### config.mk
export PLATFORM = sky130hd
export DESIGN_NAME = d_latch_flat
export DESIGN_NICKNAME = d
export VERILOG_FILES = /design/src/rtl/d_latch_if.sv /design/src/rtl/d_latch.sv /design/src/flat_wrapper.sv
export SDC_FILE = /design/constraint.sdc
export NUM_CORES = 1
export LEC_CHECK = 0
export BUFFER_PORTS_ARGS = -buffer_cell sky130_fd_sc_hd__buf_4
export CAP_MARGIN = 20
export CORE_AREA = 2 2 39 41
export DETAILED_ROUTE_END_ITERATION = 10
export DIE_AREA = 0 0 41 43
export PLACE_DENSITY = 0.3
export SLEW_MARGIN = 40
export SYNTH_ARGS = -nofsm -noshare
export SYNTH_HDL_FRONTEND = slang
export SYNTH_SLANG_ARGS = --single-unit
### constraint.sdc
create_clock -name clk -period 1.35 [get_ports clk]
set_clock_uncertainty 0.1 [all_clocks]
set_input_delay 0.135 -clock clk [delete_from_list [all_inputs] [get_ports clk]]
set_output_delay 0.135 -clock clk [all_outputs]
set_load 0.01 [all_outputs]
### src/rtl/d_latch_if.sv
// Data/enable/status bundle for d_latch. The master drives D/En and observes Q and status;
// the slave is the latch itself.
interface d_latch_if #(
    parameter int unsigned WIDTH = 1
);
    logic [WIDTH-1:0] D;
    logic             En;
    logic [WIDTH-1:0] Q;
    logic             q_valid;
    logic             close_pulse;

    modport master (
        output D,
        output En,
        input  Q,
        input  q_valid,
        input  close_pulse
    );

    modport slave (
        input  D,
        input  En,
        output Q,
        output q_valid,
        output close_pulse
    );
endinterface

### src/rtl/d_latch.sv
// Level-sensitive D latch built from a clocked hold register: Q is transparent while En=1 and
// shows the last value captured on clk while En=0. Reports capture-valid and latch-close events.
module d_latch #(
    parameter int unsigned     WIDTH       = 1,
    parameter logic [WIDTH-1:0] RESET_VALUE = '0
) (
    input logic        clk,
    input logic        rst,
    d_latch_if.slave   bus
);

    logic [WIDTH-1:0] held_q;
    logic             en_q;
    logic             q_valid_q;
    logic             close_pulse_q;

    always_ff @(posedge clk or posedge rst) begin
        if (rst) begin
            held_q        <= RESET_VALUE;
            en_q          <= 1'b0;
            q_valid_q     <= 1'b0;
            close_pulse_q <= 1'b0;
        end else begin
            if (bus.En) begin
                held_q    <= bus.D;
                q_valid_q <= 1'b1;
            end
            en_q          <= bus.En;
            close_pulse_q <= en_q & ~bus.En;
        end
    end

    // Reset overrides the transparent path so Q is RESET_VALUE even with En=1.
    always_comb begin
        bus.Q = held_q;
        if (rst) begin
            bus.Q = RESET_VALUE;
        end else if (bus.En) begin
            bus.Q = bus.D;
        end
    end

    assign bus.q_valid     = q_valid_q;
    assign bus.close_pulse = close_pulse_q;

endmodule

### src/flat_wrapper.sv
// flat-port wrapper written by rule: the top's interface ports become plain ports
module d_latch_flat 
#(
    parameter int unsigned     WIDTH       = 1,
    parameter logic [WIDTH-1:0] RESET_VALUE = '0
)
  (clk, rst, bus_D, bus_En, bus_Q, bus_q_valid, bus_close_pulse);
  d_latch_if #(.WIDTH(WIDTH)) bus_i ();
  input logic clk;
  input logic rst;
  input wire logic [$bits(bus_i.D)-1:0] bus_D;
  input wire logic [$bits(bus_i.En)-1:0] bus_En;
  output wire logic [$bits(bus_i.Q)-1:0] bus_Q;
  output wire logic [$bits(bus_i.q_valid)-1:0] bus_q_valid;
  output wire logic [$bits(bus_i.close_pulse)-1:0] bus_close_pulse;
  assign bus_i.D = bus_D;
  assign bus_i.En = bus_En;
  assign bus_Q = bus_i.Q;
  assign bus_q_valid = bus_i.q_valid;
  assign bus_close_pulse = bus_i.close_pulse;
  d_latch #(.WIDTH(WIDTH), .RESET_VALUE(RESET_VALUE)) u_core (.clk(clk), .rst(rst), .bus(bus_i));
endmodule
==> results_dict.tcl <==
set metrics [dict create \
    cpPeakStageDelay_ns 0.35 \
    clk_latency_ns 0.23 \
    fin_crit_sh 0.9901 \
    grt_pass1_wl_um 420 \
    synth_cells 9 \
    start_util 0.1031 \
    synth-seq-cells 4 \
    maxCapViolCount 0 \
    die-width_um 41 \
    syn_to_final_growth_pct 88.60 \
    yosys_most_used_dff "dfrtp_1" \
    whs_path_depth 2 \
    drt_iter0_drc 1 \
    cts.sinks 4 \
    arrival_ns 1.10 \
    synth_top_cells_by_area "dfrtp_1 70%, mux2_4 11%, and2_4 6.1%" \
    cts_buffers 3 \
    dieArea_sq_um 1763 \
    yosys.area.top_type "dfrtp_1" \
    crit_chain "mux2_4 > and2_4 > buf_6" \
    finalSetupViolCount 0 \
    finalNetCount 28 \
    yosys_warnings 0 \
    hold_violations 0 \
    post_route_cells_drive_above_1_share 0.6818 \
    grt_pass1_vias 108 \
    via_per_inst 2.921 \
    htreeDepth 1 \
    slew_viol_final 0 \
    antenna_cells 0 \
    grt_max_degree 5 \
    gp_routability_congestion 0.5494 \
    fmax_mhz 748.1 \
    critPathBufInv 1 \
    start_kind "flop" \
    hp-class "in -> reg" \
    antenna_left 0 \
    ir_drop_v 0.0006107 \
    r2r_slack_ns 0.28 \
    p_leak_nw 0.1305 \
    cts_tree "yes" \
    port-buffer-count 6 \
    grt_use_total 0.04137 \
    fin_crit_ns 1.337 \
    core_area_sq_um 1384 \
    post-dp-hpwl_um 174.5 \
    hp-start "bus_En" \
    worst_pin_slew_ns 0.1901 \
    ioPinCount 7 \
    synthArstFlopShare 1.000 \
    r2r_cells 3 \
    rsz0062_at_grt "yes" \
    rows 14 \
    relSlewSlack 0.8728 \
    wl_per_cell_um 6.789 \
    placed_area_sq_um 207.7 \
    antenna_found_initial 0 \
    worstReg2RegStart "u_core.held_q" \
    power_density_nw_per_um2 1174 \
    synth_edf_count 0 \
    synth.distinct_cells 6 \
    drc_errors 0 \
    synth_seq_area_share 0.7018 \
    hold_path_end "u_core.bus.q_valid" \
    r2r-end "u_core.held_q" \
    fin_area_sq_um 269.0 \
    worst-setup-path-type "reg -> out" \
    die_h_um 43 \
    cts.clk_slew.worst_paths_ns 0.04 \
    num_vias 111 \
    cp-end-kind "primary output" \
    clockBufferDepth 2 \
    critPathTopFamily "flip-flops" \
    postRouteWirelength_um 258 \
    slowest_stage "dfrtp_1" \
    cts_root_buffer "clkbuf_4" \
    synth_area_per_cell_sq_um 15.85 \
    whs_ns 0.03374 \
    syn_area_sq_um 142.6 \
    synth_top_area_share 0.7018 \
    synth_nets 13 \
    fin_util 0.1944 \
    yosysMostFrequentCell "dfrtp_1" \
    status "finished clean" \
    cp_data_required_time_ns 1.12 \
    nFillCells 156 \
    power_mw 0.3159 \
    crit_fanout 2 \
    grt.overflow.total 0 \
    first_pass_iters 2 \
]
-- how the worst max path moves through the flow --
stage                       start    end  slack (ns)  cells past startpoint
finish              u_core.held_q  bus_Q        0.01                      3
global route        u_core.held_q  bus_Q       -0.01                      3
CTS                 u_core.held_q  bus_Q       -0.02                      3
detailed placement  u_core.held_q  bus_Q        0.22                      3
global placement    u_core.held_q  bus_Q        0.23                      3
floorplan           u_core.held_q  bus_Q        0.36                      2
-- final cells by class --
class / instances / area (sq um) / area share
inverter: 1 / 3.754 / 0.01395
tap: 16 / 20.02 / 0.07442
sequential: 4 / 100.1 / 0.3721
timing repair buffer: 10 / 83.83 / 0.3116
multi-input combinational: 4 / 38.79 / 0.1442
clock buffer: 3 / 22.52 / 0.08372
-- power by group --
part           total (mW)  internal (mW)  leakage, nW  switching, mW
Clock               0.144         0.0991       0.0138         0.0446
Combinational      0.0440         0.0309       0.0718         0.0131
Sequential          0.128          0.127       0.0450        0.00154
Total               0.316          0.257        0.131         0.0592
-- repair_timing --
item                       in CTS  in global routing
buffers inserted                1                  1
gates cloned                    0                  0
gates resized for setup         1                  0
hold buffers                    2                  0
setup endpoints to repair       1                  1
hold endpoints to repair        5                  0
pin swaps                       0                  1
-- routing by layer --
layer	global-route usage	vias to the layer above	share of wire
met4	0	0	0
met1	0.04902	47	0.47
met5	0	-	0
met2	0.04375	11	0.29
met3	0.06283	0	0.24
li1	-	53	-
-- cell families after synthesis --
family,Yosys count,synth area share
buffers and inverters,1,0.02629
flip-flops,4,0.7018
multiplexers,1,0.1052
AND/OR/NAND/NOR,3,0.1667
-- flip-flops by register name, summed over array words and instances (netlist names) --
register	count
u_core.bus.q_valid	1
u_core.en_q	1
u_core.bus.close_pulse	1
u_core.held_q	1
-- placed cells by master, fill, tap and decap left out --
cell type      Yosys  routed
dlygate4sd3_1      0       2
dfrtp_1            4       4
or2_2              1       1
clkbuf_4           0       3
and2_4             1       1
buf_6              0       1
mux2_4             1       1
buf_4              0       7
inv_1              1       1
and2b_2            1       1
-- through the flow --
stage,setup slack (ns),cells,TNS [ns]
floorplan,0.3558,9,0
global placement,0.2279,31,0
detailed placement,0.2227,31,0
CTS,-0.01570,37,-0.01570
global route,-0.01242,38,-0.01242
finish,0.01332,38,0
-- worst reg2reg max path, stage by stage (launching register included) --
cell	delay (ns)
dfrtp_1	0.35
mux2_4	0.27
buf_4	0.13
buf_4	0.12
No activity file was read; power rests on OpenSTA's default activity.
